$ cat config.mk
export PLATFORM = sky130hd
export DESIGN_NAME = rr_arbiter_4_flat
export DESIGN_NICKNAME = d
export VERILOG_FILES = /design/src/rtl/arb_pkg.sv /design/src/rtl/rr_arbiter_4_if.sv /design/src/rtl/prio_enc_4to2.sv /design/src/rtl/rr_arbiter_4.sv /design/src/flat_wrapper.sv
export SDC_FILE = /design/constraint.sdc
export NUM_CORES = 1
export LEC_CHECK = 0
export BUFFER_PORTS_ARGS = -buffer_cell sky130_fd_sc_hd__clkbuf_2
export CORE_MARGIN = 2
export CORE_UTILIZATION = 63
export CTS_BUF_LIST = sky130_fd_sc_hd__clkbuf_4
export DETAILED_ROUTE_END_ITERATION = 16
export PLACE_DENSITY = 0.9
export SLEW_MARGIN = 10
export SYNTH_ARGS = -nofsm -noshare
export SYNTH_HDL_FRONTEND = slang
export SYNTH_SLANG_ARGS = --single-unit
$ cat constraint.sdc
create_clock -name clk -period 5.15 [get_ports clk]
set_input_delay 0.515 -clock clk [delete_from_list [all_inputs] [get_ports clk]]
set_output_delay 0.515 -clock clk [all_outputs]
set_load 0.02 [all_outputs]
$ cat src/rtl/arb_pkg.sv
// Shared constants, state encoding and helpers for the 4-way round-robin arbiter.
package arb_pkg;

  localparam int N_REQ  = 4;
  localparam int IDX_W  = 2;
  localparam int HOLD_W = 8;

  typedef enum logic {
    IDLE  = 1'b0,
    GRANT = 1'b1
  } state_t;

  // One-hot decode of a requester index; keeps gnt and gnt_idx consistent by construction.
  function automatic logic [N_REQ-1:0] idx_to_onehot(input logic [IDX_W-1:0] idx);
    logic [N_REQ-1:0] oh;
    oh      = '0;
    oh[idx] = 1'b1;
    return oh;
  endfunction

endpackage

$ cat src/rtl/rr_arbiter_4_if.sv
// Request/grant bundle between the requesters (master) and the arbiter (slave).
interface rr_arbiter_4_if;
  import arb_pkg::*;

  logic [N_REQ-1:0] req;
  logic             done;
  logic [N_REQ-1:0] gnt;
  logic [IDX_W-1:0] gnt_idx;
  logic             gnt_valid;
  logic             timeout;

  modport slave (
    input  req, done,
    output gnt, gnt_idx, gnt_valid, timeout
  );

  modport master (
    output req, done,
    input  gnt, gnt_idx, gnt_valid, timeout
  );

endinterface

$ cat src/rtl/prio_enc_4to2.sv
// Lowest-set-bit priority encoder over the pointer-rotated request vector.
// Bit 0 of req_rot is the requester the round-robin pointer currently favours.
module prio_enc_4to2
  import arb_pkg::*;
(
  input  logic [N_REQ-1:0] req_rot,
  output logic [IDX_W-1:0] idx,
  output logic             valid
);

  // Scan from the top down so the lowest set bit is the last (winning) assignment.
  always_comb begin
    idx   = '0;
    valid = 1'b0;
    for (int i = N_REQ - 1; i >= 0; i--) begin
      if (req_rot[i]) begin
        idx   = IDX_W'(i);
        valid = 1'b1;
      end
    end
  end

endmodule

$ cat src/rtl/rr_arbiter_4.sv
// Four-requester round-robin arbiter with a bounded hold time per grant.
// Every output comes straight from a flop; a release always inserts one IDLE cycle.
module rr_arbiter_4
  import arb_pkg::*;
#(
  parameter int MAX_HOLD = 15
)
(
  input logic           clk,
  input logic           rst,
  rr_arbiter_4_if.slave bus
);

  state_t              state_reg, state_next;
  logic [IDX_W-1:0]    ptr_reg, ptr_next;
  logic [HOLD_W-1:0]   hold_cnt_reg, hold_cnt_next;
  logic [N_REQ-1:0]    gnt_reg, gnt_next;
  logic [IDX_W-1:0]    gnt_idx_reg, gnt_idx_next;
  logic                gnt_valid_reg, gnt_valid_next;
  logic                timeout_reg, timeout_next;

  logic [N_REQ-1:0]    req_rot;
  logic [IDX_W-1:0]    rot_sel [N_REQ];
  logic [IDX_W-1:0]    enc_idx;
  logic                enc_valid;
  logic [IDX_W-1:0]    win_idx;
  logic                at_limit;
  logic                req_drop;

  // Rotate requests so the requester at ptr lands on bit 0 of the encoder input.
  genvar gi;
  generate
    for (gi = 0; gi < N_REQ; gi++) begin : g_rot
      assign rot_sel[gi] = IDX_W'(gi) + ptr_reg;
      assign req_rot[gi] = bus.req[rot_sel[gi]];
    end
  endgenerate

  prio_enc_4to2 u_prio (
    .req_rot (req_rot),
    .idx     (enc_idx),
    .valid   (enc_valid)
  );

  // Undo the rotation: modulo-4 add wraps naturally in IDX_W bits.
  assign win_idx  = enc_idx + ptr_reg;
  assign at_limit = (hold_cnt_reg == HOLD_W'(MAX_HOLD - 1));
  assign req_drop = ~bus.req[gnt_idx_reg];

  // Next-state and registered-output logic for the IDLE/GRANT machine.
  always_comb begin
    state_next     = state_reg;
    ptr_next       = ptr_reg;
    hold_cnt_next  = hold_cnt_reg;
    gnt_next       = gnt_reg;
    gnt_idx_next   = gnt_idx_reg;
    gnt_valid_next = gnt_valid_reg;
    timeout_next   = 1'b0;

    case (state_reg)
      IDLE: begin
        if (enc_valid) begin
          state_next     = GRANT;
          gnt_idx_next   = win_idx;
          gnt_next       = idx_to_onehot(win_idx);
          gnt_valid_next = 1'b1;
          hold_cnt_next  = '0;
        end
      end
      GRANT: begin
        if (bus.done || req_drop || at_limit) begin
          state_next     = IDLE;
          ptr_next       = gnt_idx_reg + 1'b1;
          gnt_next       = '0;
          gnt_idx_next   = '0;
          gnt_valid_next = 1'b0;
          // Only a release forced purely by the hold limit is reported.
          timeout_next   = at_limit && !bus.done && !req_drop;
        end else begin
          hold_cnt_next  = hold_cnt_reg + 1'b1;
        end
      end
      default: begin
        state_next     = IDLE;
        gnt_next       = '0;
        gnt_idx_next   = '0;
        gnt_valid_next = 1'b0;
      end
    endcase
  end

  // State and output registers; reset overrides everything, including a live grant.
  always_ff @(posedge clk) begin
    if (rst) begin
      state_reg     <= IDLE;
      ptr_reg       <= '0;
      hold_cnt_reg  <= '0;
      gnt_reg       <= '0;
      gnt_idx_reg   <= '0;
      gnt_valid_reg <= 1'b0;
      timeout_reg   <= 1'b0;
    end else begin
      state_reg     <= state_next;
      ptr_reg       <= ptr_next;
      hold_cnt_reg  <= hold_cnt_next;
      gnt_reg       <= gnt_next;
      gnt_idx_reg   <= gnt_idx_next;
      gnt_valid_reg <= gnt_valid_next;
      timeout_reg   <= timeout_next;
    end
  end

  assign bus.gnt       = gnt_reg;
  assign bus.gnt_idx   = gnt_idx_reg;
  assign bus.gnt_valid = gnt_valid_reg;
  assign bus.timeout   = timeout_reg;

endmodule

$ cat src/flat_wrapper.sv
// flat-port wrapper written by rule: the top's interface ports become plain ports
module rr_arbiter_4_flat import arb_pkg::*;
#(
  parameter int MAX_HOLD = 15
)
  (clk, rst, bus_req, bus_done, bus_gnt, bus_gnt_idx, bus_gnt_valid, bus_timeout);
  rr_arbiter_4_if bus_i ();
  input logic clk;
  input logic rst;
  input wire logic [$bits(bus_i.req)-1:0] bus_req;
  input wire logic [$bits(bus_i.done)-1:0] bus_done;
  output wire logic [$bits(bus_i.gnt)-1:0] bus_gnt;
  output wire logic [$bits(bus_i.gnt_idx)-1:0] bus_gnt_idx;
  output wire logic [$bits(bus_i.gnt_valid)-1:0] bus_gnt_valid;
  output wire logic [$bits(bus_i.timeout)-1:0] bus_timeout;
  assign bus_i.req = bus_req;
  assign bus_i.done = bus_done;
  assign bus_gnt = bus_i.gnt;
  assign bus_gnt_idx = bus_i.gnt_idx;
  assign bus_gnt_valid = bus_i.gnt_valid;
  assign bus_timeout = bus_i.timeout;
  rr_arbiter_4 #(.MAX_HOLD(MAX_HOLD)) u_core (.clk(clk), .rst(rst), .bus(bus_i));
endmodule
# Word level (Yosys, flattened, before mapping)
# Index checks and enable logic that the tools add are counted.
word_totals:
  reg_bits: 19
  inputBits: 7
  output_inout_bits: 8
  word_cells: 72
classes:
  addsub: 6
  magnitude_cmp: 7
  eq_ne: 4
  mux: 35
  bitwise_logic: 3
  n_reduce_logical: 10
op_table:
  columns: ["cell", "n"]
  rows:
  - ["2-bit by 3-bit < comparator with 1-bit output (second input constant)", 6]
  - ["8-bit two-way mux", 2]
  - ["8-bit one-hot mux with 2 select lines", 1]
  - ["1-bit two-way mux", 14]
  - ["2-bit two-way mux", 6]
  - ["1-bit binary-select mux with 2-bit select", 5]
  - ["8-bit by 1-bit adder with 8-bit output (second input constant)", 1]
  - ["8-bit by 4-bit == test with 1-bit output (second input constant)", 1]
  - ["4-bit two-way mux", 2]
  - ["4-bit one-hot mux with 2 select lines", 1]
  - ["2-bit AND reduction", 3]
  - ["2-bit adder (first input constant)", 2]
  - ["2-bit != test (second input constant)", 2]
  - ["1-bit one-hot mux with 2 select lines", 2]
  - ["2-bit one-hot mux with 2 select lines", 1]
  - ["1-bit logical AND", 3]
  - ["1-bit inverter", 3]
  - ["3-bit OR reduction", 1]
  - ["1-bit by 2-bit adder with 2-bit output (first input constant)", 1]
  - ["2-bit by 1-bit adder with 2-bit output (second input constant)", 1]
  - ["2-bit adder", 1]
  - ["1-bit demux with 2-bit select", 1]
  - ["2-bit by 1-bit >= comparator with 1-bit output (second input constant)", 1]
  - ["1-bit logical OR", 2]
  - ["other kinds (2)", 2]

# Longest topological paths before layout
depth:
  depth_word: 14
  depth_mapped: 8
  mapped_depth_nobuf: 8

# Cells and area by module
# A second synthesis with hierarchy kept.
unflattened:
  cells_unflattened: 123
  hier_area_um2: 1122.3
modules_own_cells:
  columns: ["mod", "n_inst", "cells_per_inst", "area_per_inst_um2", "seq_area_each_um2"]
  rows:
  - ["rr_arbiter_4", 1, 116, 1087.3, 380.4]
  - ["prio_enc_4to2", 1, 7, 35.0, 0.0]

# Worst setup path after synthesis
# OpenSTA, ideal clock, no wires.
synth_path:
  path_kind: "input -> register"
  startpoint: "in bus_req[0]"
  endpoint: "reg u_core.gnt_idx_reg[1], in the netlist u_core.bus.gnt_idx[1]"
  setup_ns: 0.120
  arrival_time_ns: 1.980
  required_ns: 5.030
  slack_ns: 3.051
  cell_stages: 7
  path_buffers: 1
  cell_sequence: "buf_2 > or4_1 > o211ai_1 > ha_1 > xor2_1 > nor4_1 > a211o_1"
synth_via:
  elab_chain_cells: 9
  word_cells_on_any_way: 27
  cone_classes: "1 x add/sub; 2 x eq/ne; 20 x mux; 1 x bitwise; 3 x reduce/logical"
synth_lines:
  columns: ["item", "line", "source"]
  rows:
  - ["start: declaration", "flat_wrapper.sv:10", "input wire logic [$bits(bus_i.req)-1:0] bus_req;"]
  - ["1-bit binary-select mux with 2-bit select", "rr_arbiter_4.sv:35", "assign req_rot[gi] = bus.req[rot_sel[gi]];"]
  - ["1-bit two-way mux (not written as such)", "rr_arbiter_4.sv:35", null]
  - ["2-bit two-way mux (4 in a row)", "prio_enc_4to2.sv:16", "if (req_rot[i]) begin"]
  - ["2-bit adder", "rr_arbiter_4.sv:46", "assign win_idx = enc_idx + ptr_reg;"]
  - ["2-bit two-way mux", "rr_arbiter_4.sv:62", "if (enc_valid) begin"]
  - ["2-bit one-hot mux with 2 select lines", "rr_arbiter_4.sv:60", "case (state_reg)"]
  - ["end signal: assignment", "rr_arbiter_4.sv:107", "gnt_idx_reg <= gnt_idx_next;"]
  - ["end: declaration", "rr_arbiter_4.sv:18", "logic [IDX_W-1:0] gnt_idx_reg, gnt_idx_next;"]
# Parallel ways exist; a longest one is shown, timed or not. The select of a mux whose other input is x is not followed.
# A chain may end at the register's enable or synchronous reset.

# Final worst setup path
layout_path:
  startpoint: "reg u_core.ptr_reg[0]"
  endpoint: "reg u_core.gnt_idx_reg[1], in the netlist u_core.bus.gnt_idx[1]"
layout_via:
  elab_chain_cells: 10
  word_cells_on_any_way: 24
  cone_classes: "4 x add/sub; 1 x eq/ne; 18 x mux; 1 x reduce/logical"
layout_lines:
  columns: ["item", "line", "source"]
  rows:
  - ["start: declaration", "rr_arbiter_4.sv:15", "logic [IDX_W-1:0] ptr_reg, ptr_next;"]
  - ["start signal: assignment", "rr_arbiter_4.sv:104", "ptr_reg <= ptr_next;"]
  - ["2-bit adder", "rr_arbiter_4.sv:34", "assign rot_sel[gi] = IDX_W'(gi) + ptr_reg;"]
  - ["1-bit binary-select mux with 2-bit select", "rr_arbiter_4.sv:35", null]
  - ["1-bit two-way mux (not written as such)", "rr_arbiter_4.sv:35", null]
  - ["2-bit two-way mux (4 in a row)", "prio_enc_4to2.sv:16", null]
  - ["2-bit adder", "rr_arbiter_4.sv:46", null]
  - ["2-bit two-way mux", "rr_arbiter_4.sv:62", null]
  - ["2-bit one-hot mux with 2 select lines", "rr_arbiter_4.sv:60", null]
# Parallel ways exist; a longest one is shown, timed or not. The select of a mux whose other input is x is not followed.

==> flow_summary.ini <==
[global_routing]
grt_pass1_vias = 852
grt_first_pass_wirelength_um = 3670
grt_antenna_before_repair = 0
grt.overflow.total = 0
grt_max_degree = 26
track_usage_pct = 23.6

[logic_synthesis]
synth.distinct_cells = 43
synthFlopType = dfxtp_1
ys_async_sr_fraction_pct = 0
synth_edf_count = 0
synth-seq-cells = 19
synth.avg_cell_area_um2 = 8.43
syn-num-nets = 143
synthCells = 133
seq_area_frac_synth_pct = 33.9
ys_warn_count = 0
syn_area_mm2 = 0.00112

[cells_and_area]
fin_util_pct = 70.7
largest_register_ffs = 8
layout.cells.most_common = dfxtp_1
layout_common_cells = dfxtp_1, nor2_1, clkbuf_2, nand3_1
area_delta_synth_final_pct = 7.70
drive_gt1_share_pct = 17.5
final_cell_count_no_fill = 168
diodes = 0
final_nets = 154

[flow_run]
max_cap_violations = 0

[clocking]
tritoncts = done
htreeDepth = 1
path_clk_slew_ns = 0.11
root_buffer = clkbuf_4
clk_path_buf_depth = 2
cts_resized = 0
clock_latency_ns = 0.30
post_cts_buffers = 0
cts_num_sinks = 19
cts_hold_buffers = 0
cts_buffers = 3

[route]
dr.pass1.iters = 4
vias = 1015
drcViolationCount = 0
first_iter_violations = 26
viasPerCell = 6.04
wl_um = 2310
ant_nets = 0
routedWlPerCell_um = 13.8

[placement]
port_buffers = 14
dp_hpwl_um = 1660
dp_cells = 164
pre_cts_ws_ns = 2.95
gp_congestion = 0.798

[timing]
rsz0062_at_grt = no
max-slew-margin-rel_pct = 67.1
hold_violations = 0
worst_pin_slew_ns = 0.489
slew_violations = 0
tns_ns = 0
final.min_clock_period_ns = 2.01
fin_ws_ns = 3.14
fin_skew_ns = 0.00552
setup_violations = 0
finalCritPeriodShare_pct = 39.1
clock.fmax_mhz = 497

[floorplan]
core_area_mm2 = 0.00171
die_w_um = 46.2
ioPinCount = 15
rows = 15
dieArea_mm2 = 0.00213
fp.dieH_um = 46.2
start_util_pct = 65.6

[hold_path]
worstHoldPathType = register to register

[critical_path]
start_kind = register
cp-end-kind = register
cp.arrival_ns = 2.22
cp_max_fo = 12
required_ns = 5.36
critical_path_class = register to register

[power]
total_power_uw = 342
peakVddDrop_mv = 0.212
power_density_mw_per_mm2 = 283
p_leak_nw = 0.440

[status]
status = completed
==> critical path, stage by stage (launching register included) <==
cell	delay, ns
dfxtp_1	0.44
or4_1	0.56
o211ai_1	0.10
ha_1	0.23
xor2_1	0.23
nor4_1	0.07
a211o_1	0.28
==> path summary, 6_finish.rpt <==
| path | startpoint | to | slack, ns | cells after the start |
|---|---|---|---|---|
| worst max-delay path | u_core.ptr_reg[0] | u_core.bus.gnt_idx[1] | 3.14 | 6 |
| worst min-delay path | u_core.bus.gnt[2] | u_core.bus.gnt[2] | 0.49 | 1 |
| worst max register to register | u_core.ptr_reg[0] | u_core.bus.gnt_idx[1] | 3.14 | 6 |
| worst min register to register | u_core.bus.gnt[2] | u_core.bus.gnt[2] | 0.49 | 1 |
==> synth_stat cells, drive strengths merged, types with 3 or more instances <==
master,n,area (µm²)
or3,3,18.8
xnor2,4,35.0
nor2,14,52.6
a21oi,5,25.0
inv,4,15.0
nand3,10,55.1
nor4,4,25.0
a22o,4,35.0
buf,5,31.3
clkbuf,3,11.3
o21ai,5,25.0
nand2b,5,31.3
ha,3,37.5
dfxtp,19,380
or4,3,26.3
nand2,5,18.8
nor3,4,20.0
o211ai,3,22.5
or2,3,18.8
==> cell families after synthesis <==
family / after synthesis / share of synthesized area (%)
and+or+nand+nor: 60 / 29.9
AOI/OAI and AO/OA: 32 / 22.0
DFF: 19 / 33.9
buffers and inverters: 12 / 5.13
xor gates and xnor gates: 5 / 3.91
adders and majority gates: 3 / 3.35
muxes: 2 / 1.79
==> power by group <==
part / switching [mW] / internal, mW / total (mW)
Sequential: 0.0144 / 0.158 / 0.173
Clock: 0.0474 / 0.0290 / 0.0764
Combinational: 0.0550 / 0.0380 / 0.0930
Total: 0.117 / 0.225 / 0.342
==> through the flow <==
stage,instance area (µm²),hold slack [ns]
floorplan,1120,0.480
finish,1210,0.488
global route,1210,0.526
CTS,1210,0.495
global placement,1180,0.464
detailed placement,1180,0.470
==> layer usage <==
metal  vias to the layer above  track usage [%]  routed length, µm
met1                       476             29.6               1070
met3                         4             5.10                 67
li1                        519                -                  -
met2                        16             38.3               1130
met4                         0             10.3                 40
met5                         -                0                  0
==> cell type report <==
type	count	area [µm²]
inverters	4	15.0
flip-flops and latches	19	380
clock inverters	1	5.00
multi-input cells	102	683
repair buffers	14	70.1
well taps	25	31.3
clock buffers	3	22.5
fillers	153	500
Note: power is estimated with default switching activity, not from simulation.
